==> src/rtl/simd_lane_sequencer.sv <==
// simd_lane_sequencer
//
// Purpose: accepts one arithmetic request (ADD/SUB/MUL/DIV) at a time and
// sequences a bit-serial SIMD lane through it. It issues one start_op pulse,
// then one start_bit pulse per bit index 0..BIT_WIDTH-1, waiting for the lane's
// done_bit after each. It captures the lane's final result and divide-by-zero
// flag and presents them on a valid/ready response port.
//
// Optional feature: define SIMD_SEQ_TIMEOUT_EN to add a per-bit WAIT timeout.
// When it expires, the sequencer responds with rsp_err=1, rsp_result=0 and
// rsp_dbz=0. Without the macro, WAIT holds indefinitely and rsp_err is tied 0.
//
// Ports:
//   clk, reset_n                     clock, asynchronous active-low reset
//   req_valid/req_ready              request handshake (ready only when idle)
//   req_op, req_a, req_b             operation (0 ADD, 1 SUB, 2 MUL, 3 DIV) and operands
//   lane_start_op, lane_start_bit    single-cycle strobes to the lane
//   lane_bit_select                  bit index of the current step
//   lane_op_code, lane_a, lane_b     latched operation, driven continuously
//   lane_result, lane_done_bit,
//   lane_div_by_zero                 lane return path
//   rsp_valid/rsp_ready              response handshake
//   rsp_result, rsp_dbz, rsp_err     response payload (rsp_err = timeout)
//   busy                             high whenever not idle
module simd_lane_sequencer #(
    parameter int unsigned BIT_WIDTH      = 32,
    parameter int unsigned TIMEOUT_CYCLES = 16
) (
    input  logic                         clk,
    input  logic                         reset_n,
    input  logic                         req_valid,
    output logic                         req_ready,
    input  logic [1:0]                   req_op,
    input  logic [BIT_WIDTH-1:0]         req_a,
    input  logic [BIT_WIDTH-1:0]         req_b,
    output logic                         lane_start_op,
    output logic                         lane_start_bit,
    output logic [$clog2(BIT_WIDTH)-1:0] lane_bit_select,
    output logic [1:0]                   lane_op_code,
    output logic [BIT_WIDTH-1:0]         lane_a,
    output logic [BIT_WIDTH-1:0]         lane_b,
    input  logic [BIT_WIDTH-1:0]         lane_result,
    input  logic                         lane_done_bit,
    input  logic                         lane_div_by_zero,
    output logic                         rsp_valid,
    input  logic                         rsp_ready,
    output logic [BIT_WIDTH-1:0]         rsp_result,
    output logic                         rsp_dbz,
    output logic                         rsp_err,
    output logic                         busy
);

    localparam int unsigned    CntW    = $clog2(BIT_WIDTH);
    localparam logic [CntW-1:0] LastBit = CntW'(BIT_WIDTH - 1);

    if (BIT_WIDTH < 2 || (BIT_WIDTH & (BIT_WIDTH - 1)) != 0) begin : g_bad_width
        $error("BIT_WIDTH must be a power of two >= 2");
    end
    if (TIMEOUT_CYCLES < 1) begin : g_bad_timeout
        $error("TIMEOUT_CYCLES must be >= 1");
    end

    typedef enum logic [2:0] {StIdle, StLoad, StStep, StWait, StResp} state_e;

    state_e                state_q,  state_d;
    logic [CntW-1:0]       cnt_q,    cnt_d;
    logic [1:0]            op_q,     op_d;
    logic [BIT_WIDTH-1:0]  a_q,      a_d;
    logic [BIT_WIDTH-1:0]  b_q,      b_d;
    logic [BIT_WIDTH-1:0]  result_q, result_d;
    logic                  dbz_q,    dbz_d;

`ifdef SIMD_SEQ_TIMEOUT_EN
    localparam int unsigned     TmoW    = $clog2(TIMEOUT_CYCLES + 1);
    localparam logic [TmoW-1:0] TmoLast = TmoW'(TIMEOUT_CYCLES - 1);
    logic [TmoW-1:0]       tmo_q,    tmo_d;
    logic                  err_q,    err_d;
`endif

    // Next-state logic
    always_comb begin
        state_d  = state_q;
        cnt_d    = cnt_q;
        op_d     = op_q;
        a_d      = a_q;
        b_d      = b_q;
        result_d = result_q;
        dbz_d    = dbz_q;
`ifdef SIMD_SEQ_TIMEOUT_EN
        tmo_d    = tmo_q;
        err_d    = err_q;
`endif
        unique case (state_q)
            StIdle: begin
                if (req_valid) begin
                    op_d    = req_op;
                    a_d     = req_a;
                    b_d     = req_b;
                    state_d = StLoad;
                end
            end
            StLoad: begin
                cnt_d   = '0;
                state_d = StStep;
            end
            StStep: begin
`ifdef SIMD_SEQ_TIMEOUT_EN
                tmo_d   = '0;
`endif
                state_d = StWait;
            end
            StWait: begin
                // done_bit wins over a timeout that expires in the same cycle
                if (lane_done_bit) begin
                    if (cnt_q == LastBit) begin
                        result_d = lane_result;
                        dbz_d    = lane_div_by_zero;
`ifdef SIMD_SEQ_TIMEOUT_EN
                        err_d    = 1'b0;
`endif
                        state_d  = StResp;
                    end else begin
                        cnt_d   = cnt_q + CntW'(1);
                        state_d = StStep;
                    end
                end
`ifdef SIMD_SEQ_TIMEOUT_EN
                else if (tmo_q == TmoLast) begin
                    result_d = '0;
                    dbz_d    = 1'b0;
                    err_d    = 1'b1;
                    state_d  = StResp;
                end else begin
                    tmo_d = tmo_q + TmoW'(1);
                end
`endif
            end
            StResp: begin
                if (rsp_ready) begin
                    state_d = StIdle;
                end
            end
            default: state_d = StIdle;
        endcase
    end

    // Strobes and handshake outputs decoded from state
    always_comb begin
        req_ready       = 1'b0;
        lane_start_op   = 1'b0;
        lane_start_bit  = 1'b0;
        lane_bit_select = '0;
        rsp_valid       = 1'b0;
        busy            = (state_q != StIdle);
        unique case (state_q)
            StIdle: req_ready = 1'b1;
            StLoad: lane_start_op = 1'b1;
            StStep: begin
                lane_start_bit  = 1'b1;
                lane_bit_select = cnt_q;
            end
            StWait: lane_bit_select = cnt_q;
            StResp: rsp_valid = 1'b1;
            default: ;
        endcase
    end

    assign lane_op_code = op_q;
    assign lane_a       = a_q;
    assign lane_b       = b_q;
    assign rsp_result   = result_q;
    assign rsp_dbz      = dbz_q;
`ifdef SIMD_SEQ_TIMEOUT_EN
    assign rsp_err      = err_q;
`else
    assign rsp_err      = 1'b0;
`endif

    always_ff @(posedge clk or negedge reset_n) begin
        if (!reset_n) begin
            state_q  <= StIdle;
            cnt_q    <= '0;
            op_q     <= '0;
            a_q      <= '0;
            b_q      <= '0;
            result_q <= '0;
            dbz_q    <= 1'b0;
`ifdef SIMD_SEQ_TIMEOUT_EN
            tmo_q    <= '0;
            err_q    <= 1'b0;
`endif
        end else begin
            state_q  <= state_d;
            cnt_q    <= cnt_d;
            op_q     <= op_d;
            a_q      <= a_d;
            b_q      <= b_d;
            result_q <= result_d;
            dbz_q    <= dbz_d;
`ifdef SIMD_SEQ_TIMEOUT_EN
            tmo_q    <= tmo_d;
            err_q    <= err_d;
`endif
        end
    end

endmodule
==> config.mk <==
export PLATFORM = sky130hd
export DESIGN_NAME = simd_lane_sequencer
export DESIGN_NICKNAME = d
export VERILOG_FILES = /design/src/rtl/simd_lane_sequencer.sv
export SDC_FILE = /design/constraint.sdc
export NUM_CORES = 1
export LEC_CHECK = 0
export ABC_AREA = 1
export CELL_PAD_IN_SITES_DETAIL_PLACEMENT = 1
export CELL_PAD_IN_SITES_GLOBAL_PLACEMENT = 1
export CORE_MARGIN = 4
export CORE_UTILIZATION = 31
export DETAILED_ROUTE_END_ITERATION = 8
export HOLD_SLACK_MARGIN = 0.05
export PLACE_DENSITY = 0.86
export SLEW_MARGIN = 40
export SYNTH_ARGS = -nofsm -noshare
export SYNTH_HDL_FRONTEND = slang
export SYNTH_SLANG_ARGS = --single-unit
==> constraint.sdc <==
create_clock -name clk -period 3.85 [get_ports clk]
set_input_delay 0.9625 -clock clk [delete_from_list [all_inputs] [get_ports clk]]
set_output_delay 0.9625 -clock clk [all_outputs]
set_load 0.02 [all_outputs]
==> results.md, run 1 <==
- The total of hold buffers inserted after clock tree synthesis is 0.
- The warning count from the yosys run is 0.
- Ranked by total cell area, the synthesized netlist is headed by sky130_fd_sc_hd__dfrtp_1, sky130_fd_sc_hd__nand2_1, sky130_fd_sc_hd__nand3_1.
- The final setup TNS is 0 ns.
- The initial utilization of the core area, before any placement, comes to 32.0%.
- In this run the post-CTS setup repair buffer count came out at 0.
- The endpoint class of the critical path is an output port.
- The final layout contains approximately 810 nets.
- At the end of routability-driven placement, the weighted congestion stood at 0.850.
- The start point of the worst hold path is lane_a[23]$_DFFE_PN0P_.
- The deepest level of the CTS H-tree is 3.
- Detailed placement ended at an HPWL of about 11,000 um.
- The number of storage elements in the synthesis netlist is approximately 110.
- On the critical path, the stage with the largest delay is an instance of sky130_fd_sc_hd__clkdlybuf4s50_1.
- The run finished with clean final reports.
- During I/O placement, the number of pins put on the boundary was 214.
- In the final layout, the share of cells above drive strength 1 is 4.63%.
- The worst reg-to-reg path cell count is 8.
- Yosys mapped a number of flops with a built-in enable equal to 0.
- The relative slew slack is between 50% and 60%.
- In the synthesized netlist, the number of instances is 510.
- The category of the worst setup path launch point is a flip-flop.
- Counting buffers and inverters, the worst setup path is 4 cells deep.
- Measured along the x axis, the die boundary spans ~130 um.
- The clock slew at the register clock pins of the worst setup and hold paths is 0.07 ns.
- Summed over all instances, the cell type with the most area after synthesis is sky130_fd_sc_hd__dfrtp_1.
- In the final routed layout, each cell accounts on average for 16.5 um.
- The number of antenna violations at the first check in global routing is 1.
- In the routed design, unresolved DRC markers number 0.
- The share of Yosys cell area claimed by the top area cell type is 59.7%.
- Across the VDD grid, the largest voltage drop is ~0.00031 V.
- The number of pins exceeding their max-slew limit in the final report was 0.
- TritonCTS built the clock tree.
- The synthesized netlist net count is approximately 620.
- The critical path in this run is classified as reg -> out.
- The area of the die is ~0.016 mm^2.
- The first-iteration detailed-routing DRC count is 205.
- The minimum setup slack among reg-to-reg paths is 1.17 ns.
- Among all flip-flop cells after synthesis, the most frequent one is sky130_fd_sc_hd__dfrtp_1.
- The number of global-route vias before repair is 4,493.
- After detailed routing, the total wire length is 14,700 um.
- At the later pin of the worst-skew pair, clock insertion delay measures 0.35 ns.
- The highest attainable clock frequency is 342 MHz.
- The post-synthesis async set-or-reset flop share is 100%.
- The cell family contributing the most delay on the critical path is buffers and inverters.
- STA puts the critical path data required time at 2.89 ns.
- The area growth from synthesis to layout is 55.4%.
- The critical path goes through inv_2 > nand2_1 > nor2_4 > clkdlybuf4s50_1.
- The filler cells instantiated in the layout total 1,605.
- The post-route clock skew is 0.00570 ns.
- The path class of the tightest hold or removal check is reg -> reg.
- For the pin with the worst max-slew slack, the measured transition is 0.733 ns.
- The cell area that synthesis handed to floorplanning was 0.00449 mm^2.
- The tree built by TritonCTS fans out to around 110 sinks.
- The number of CTS-inserted buffers is 9.
- Setup repair after global routing left no endpoint under its margin.
- The stage delay of the slowest cell on the critical path is 0.67 ns.
- The cell at the root of the clock tree is sky130_fd_sc_hd__clkbuf_16.
- The detail-routed via count per cell is 4.65.
- In the finished design, the share of the clock period the worst path needs comes to 76.0%.
- In this run the worst setup path begins at state_q[0]$_DFFE_PN0P_.
- The clock period minus final worst setup slack is 2.93 ns.
- The global-route wire length before repair is 23,500 um.
- The destination of the worst register-to-register timing path is lane_a[9]$_DFFE_PN0P_.
- Setup violations remaining at the end of the flow were counted as 0.
- During placement, the flow inserted port buffers numbering 212.
- Data arrives at the worst endpoint at just under 2 ns.
- Along the worst path, the maximum fanout reaches 10.
- The final route contains 4,157 vias.
- The count of final hold-check violations is 0.
- Power spread over the standard cell area amounts to 660 mW/mm^2.
- The longest clock path from root to sink contains 2 buffers.
- The most critical setup path has its endpoint at req_ready.
- Sorting the synthesized cells by how often they occur yields sky130_fd_sc_hd__nand2_1, sky130_fd_sc_hd__dfrtp_1, sky130_fd_sc_hd__nand3_1, sky130_fd_sc_hd__inv_1, sky130_fd_sc_hd__o21ai_1.
- The sum of buffers and inverters on the critical path is 2.
- The pre-antenna-repair detailed-routing pass consisted of 4 iterations.
- The core box area is 0.0140 mm^2.
- The utilization after layout is 49.7%.
- Summed over all layers, the global routing overflow is 0.
- The total leakage power is 0.00336 uW.
- The number of standard-cell rows in the floorplan is 43.
- In this run the mean area of a mapped cell was 8.80 um^2.
- Yosys mapped the design onto 25 distinct sky130hd cell types.
- The reported max-cap violation count is 0.
- sky130_fd_sc_hd__nand2_1 is the most common cell in the netlist.
- The start of the worst register-to-register path is state_q[0]$_DFFE_PN0P_.
- The number of antenna-violating nets in the routed design is 0.
- The global-route usage over all layers is 18.0%.
- Of the synthesized area, sequential elements account for 59.7%.
- The worst slack on hold paths is 0.474 ns.
- The die span in y is ~130 um.
- Entering global routing, the biggest net connects 68 pins.
- The post-cts sizing count is 0.
==> registers in the layout, summed over array words and instances (netlist names) <==
name          count
rsp_result       32
state_q           3
lane_a           32
rsp_dbz           1
lane_b           32
lane_op_code      2
cnt_q             5
==> routing by layer <==
| layer | global-route usage (%) | wire length (um) | vias to the layer above |
|---|---|---|---|
| li1 | - | - | 1985 |
| met1 | 20.5 | 5730 | 2003 |
| met2 | 31.5 | 7550 | 140 |
| met3 | 5.21 | 1060 | 29 |
| met4 | 7.30 | 391 | 0 |
| met5 | 0 | 0 | - |
==> cell type report <==
cell class	instances	area [um^2]	area share, %
clock buffers	10	239	3.43
well taps	180	225	3.23
clock inverters	6	50.0	0.717
multi-input cells	326	1440	20.7
inverters	48	180	2.58
repair buffers	216	2160	30.9
diodes	1	2.50	0.0359
flip-flops and latches	107	2680	38.4
==> report_power, final <==
part	internal (uW)	switching, uW	total (uW)
Sequential	1460	208	1670
Combinational	873	1170	2040
Clock	462	427	889
Total	2800	1810	4600
==> metrics by stage <==
step | setup slack [ns] | cells | power (uW) | cell area (um^2)
3_3_place_gp | 1.28 | 877 | 3670 | 6680
3_5_place_dp | 1.18 | 877 | 3760 | 6680
4_1_cts | 0.911 | 893 | 4680 | 6970
2_1_floorplan | 1.80 | 510 | 2700 | 4490
5_1_grt | 0.810 | 894 | 4910 | 6980
6_report | 0.925 | 894 | 4600 | 6980
==> worst min-delay path by stage <==
stage / to / slack, ns / cells after the start
after global routing: lane_b[1]$_DFFE_PN0P_ / 0.50 / 2
after floorplan: cnt_q[4]$_DFFE_PN0P_ / 0.47 / 2
after global placement: lane_a[26]$_DFFE_PN0P_ / 0.45 / 2
after CTS: lane_a[31]$_DFFE_PN0P_ / 0.48 / 2
after detailed placement: lane_a[20]$_DFFE_PN0P_ / 0.46 / 2
final: lane_a[23]$_DFFE_PN0P_ / 0.47 / 2
==> tightest hold or removal path, stage by stage (launching register included) <==
cell and delay (ns):
sky130_fd_sc_hd__dfrtp_1 0.35, sky130_fd_sc_hd__nand2_1 0.05, sky130_fd_sc_hd__nand2_1 0.04
==> cell families after synthesis <==
kind of cell / Yosys count / share of synthesized area [%]
XOR/XNOR: 1 / 0.195
AND/OR/NAND/NOR: 286 / 27.0
adder cells (fa/ha/maj): 2 / 0.557
flip-flops: 107 / 59.7
buffers and inverters: 77 / 8.17
other: 1 / 0.0836
AO/OA/AOI/OAI: 36 / 4.35
==> cells in the final DEF (no fill, tap or decap), types with 2 or more instances in the layout <==
cell type,instances
sky130_fd_sc_hd__nor2_4,2
sky130_fd_sc_hd__nor3_1,2
sky130_fd_sc_hd__ha_1,2
sky130_fd_sc_hd__o21ai_0,4
sky130_fd_sc_hd__a21oi_1,2
sky130_fd_sc_hd__inv_2,2
sky130_fd_sc_hd__nand3_1,70
sky130_fd_sc_hd__clkinvlp_4,2
sky130_fd_sc_hd__o21ai_2,4
sky130_fd_sc_hd__nand3b_1,3
sky130_fd_sc_hd__dfrtp_1,107
sky130_fd_sc_hd__nand2_2,2
sky130_fd_sc_hd__clkinv_4,3
sky130_fd_sc_hd__inv_1,46
sky130_fd_sc_hd__nand2_1,192
sky130_fd_sc_hd__nor2_1,13
sky130_fd_sc_hd__o21ai_1,26
sky130_fd_sc_hd__clkdlybuf4s50_1,210
sky130_fd_sc_hd__buf_4,4
sky130_fd_sc_hd__clkbuf_16,9
Power figures use the tool's default switching activity.
==> run 2, diff against run 1 <==
Settings changed: CORE_UTILIZATION 31 to 26, PLACE_DENSITY 0.86 to 0.77.
Clock period 3.85 ns to 2.68 ns, I/O delays scaled along.
==> run 2 against run 1 <==
Effect of this change:
- routed wire length grew 1.7%
- non-clock buffer count increased by 7
- count of clock-buffer cells in the layout did not move
- combinational power rose by 46%
- clock power increased by 42%
- critical path depth unchanged
- sequential share of layout area is 0.57 points lower
- clock skew rose by 0.0048 ns
- critical endpoint is now lane_bit_select[3]
==> results.md, run 2 (synthesis gave the netlist of run 1 again) <==
- The peak supply drop is 0.000389 V.
- The category of the worst setup path launch point is a flip-flop.
- The tree is rooted in a sky130_fd_sc_hd__clkbuf_16.
- In the layout the commonest cells are sky130_fd_sc_hd__clkdlybuf4s50_1, sky130_fd_sc_hd__nand2_1, sky130_fd_sc_hd__dfrtp_1, sky130_fd_sc_hd__nand3_1, sky130_fd_sc_hd__inv_1.
- The overflow left after global routing is 0.
- The count of input and output buffers is approximately 210.
- The area growth from synthesis to layout is 57.8%.
- The effective utilization at floorplan is between 20% and 30%.
- The number of sinks on the clock net is 107.
- Setup violations remaining at the end of the flow were counted as 0.
- The class of the most critical setup path is reg -> out.
- The final clock period utilization by the worst path is 94.6%.
- Measured against its own limit, the worst slew margin works out to 55.0%.
- The number of CTS-inserted buffers is 9.
- The library cell used most frequently in the layout, excluding fill and tap cells, is sky130_fd_sc_hd__clkdlybuf4s50_1.
- The signal on the critical path passes through nor2_1 > inv_1 > nor2_1 > clkdlybuf4s50_1.
- The core region is 0.0168 mm^2.
- The area of the die is 0.0194 mm^2.
- Buffers inserted to repair hold after CTS numbered 0.
- The clock period minus final worst setup slack is between 2 and 3 ns.
- Before antenna repair, the detailed router went through 4 iterations.
- The detail-routed via count per cell is 4.36.
- The number of antenna violations at the first check in global routing is 0.
- The share of layout cells above drive strength 1 is 5.56%.
- The global-route wire length before repair is ~24,000 um.
- Global routing used 15.4% of the available tracks.
- TritonCTS built the clock tree.
- For the final database, setup skew stands at 0.0105 ns.
- In this run the count of I/O pins placed on the die edge is 214.
- The H-tree generated during clock tree synthesis spans 3 levels.
- The chip width is 139 um.
- The areal power density over the cells is 936 mW/mm^2.
- The number of antenna repair diodes is 0.
- In the final timing run, aggregate negative setup slack is 0 ns.
- The detailed router placed 4,099 vias in this run.
- The minimum setup slack among reg-to-reg paths is 0.65 ns.
- The placed instance count is between 900 and 1,000.
- The utilization after layout is 42.3%.
- The filler cells instantiated in the layout total just under 2,000.
- The finished layout holds 940 standard cells, fillers aside.
- The run finished with clean final reports.
- The total leakage power is 0.00344 uW.
- The clock slew at the register clock pins of the worst setup and hold paths is 0.08 ns.
- The highest fanout seen on the critical path is 6.
- Setup repair after global routing left no endpoint under its margin.
- The count of final hold-check violations is 0.
- The tool flagged a number of max-cap violations equal to 0.
- In this run the deepest clock path goes through 2 buffers.
- Based on the critical path, the design can be clocked at up to ~400 MHz.
- In this run, the number of DRC markers left after iteration 0 of detailed routing was 189.
- The data required time at the worst endpoint is 2.01 ns.
- The final net count is 821.
- After detailed routing, the number of remaining DRC violations is 0.
- The path class of the tightest hold or removal check is in -> async.
- The wire-length estimate of the detail-placed layout is 11,100 um.
- The weighted congestion at the end of routability-driven global placement is approximately 0.74.
- Measured along the y axis, the die boundary spans approximately 140 um.
- The number of standard-cell rows in the floorplan is 47.
- The number of pins exceeding their max-slew limit in the final report was 0.
- The insertion delay of the later-clocked pin in the worst-skew pair is 0.34 ns.
- Entering global routing, the biggest net connects 108 pins.
- The stage delay of the slowest cell on the critical path is 0.61 ns.
- The aggregate routed wire length is roughly 15,000 um.
- In the final routed layout, each cell accounts on average for 15.9 um.
- The detail route stage leaves a number of antenna-violating nets equal to 0.
- The most numerous cell type found on the critical path is sky130_fd_sc_hd__nor2_1.
- At the pin with the least slew margin, the transition time is about 0.68 ns.
- The endpoint class of the critical path is an output port.
- The number of global-route vias before repair is ~4,600.
- The data arrival time of the worst path is roughly 1.9 ns.
- The critical-path cell with the highest stage delay is sky130_fd_sc_hd__clkdlybuf4s50_1.
run 2: cell count changes in the layout (fill, tap and decap cells not counted), sizes merged:
cell	change
buf	+7
diode	-1
clkdlybuf4s50	-3
dlymetal6s2s	+3
clkinvlp	-1
inv	+1
run 2: power breakdown:
| group | internal [uW] | switching, uW |
|---|---|---|
| Sequential | 2100 | 290 |
| Clock | 641 | 620 |
| Combinational | 1290 | 1690 |
run 2: final cells by class:
type / instances / area, um^2 / area share [%]
clock buffers: 10 / 229 / 3.23
clock inverters: 6 / 47.5 / 0.671
inverters: 48 / 180 / 2.54
multi-input cells: 326 / 1440 / 20.4
flip-flops and latches: 107 / 2680 / 37.8
well taps: 220 / 275 / 3.89
repair buffers: 223 / 2230 / 31.5
run 2: stage by stage:
step	instance area [um^2]	hold WS [ns]	setup WS [ns]	power, uW
after floorplan	4490	0.374	0.919	3880
after global placement	6780	0.454	0.393	5300
after detailed placement	6780	0.458	0.358	5410
after CTS	7080	0.426	0.0494	6750
after global routing	7080	0.431	0.0284	7070
final	7080	0.397	0.144	6630
run 2: worst max-delay path, delay by kind of cell, from the launching register on:
family / cells / cell delay (ns)
buffers and inverters: 2 / 0.75
flip-flops: 1 / 0.47
AND/OR/NAND/NOR: 2 / 0.30
run 2: repair_timing:
action                     in CTS  in global routing
buffers inserted                3                  0
pin swaps                       1                  0
resized for setup               0                  4
setup endpoints to repair       1                  6
run 2: path summary, 6_finish.rpt:
path,from,endpoint,depth (start not counted)
worst max-delay path,state_q[2]$_DFFE_PN0P_,lane_bit_select[3],4
worst min-delay path,reset_n,lane_b[14]$_DFFE_PN0P_,2
worst max register to register,state_q[0]$_DFFE_PN0P_,lane_b[30]$_DFFE_PN0P_,9
worst min register to register,lane_a[25]$_DFFE_PN0P_,lane_a[25]$_DFFE_PN0P_,2
max in group asynchronous,reset_n,state_q[2]$_DFFE_PN0P_,2
min in group clk,lane_a[25]$_DFFE_PN0P_,lane_a[25]$_DFFE_PN0P_,2
run 2: per-layer routing:
layer / share of wire [%] / track usage (%) / up-vias
met5: 0 / 0 / -
met4: 1.8 / 4.84 / 0
met3: 5.3 / 3.67 / 15
met2: 52 / 27.5 / 112
met1: 41 / 18.3 / 1972
li1: - / - / 2000
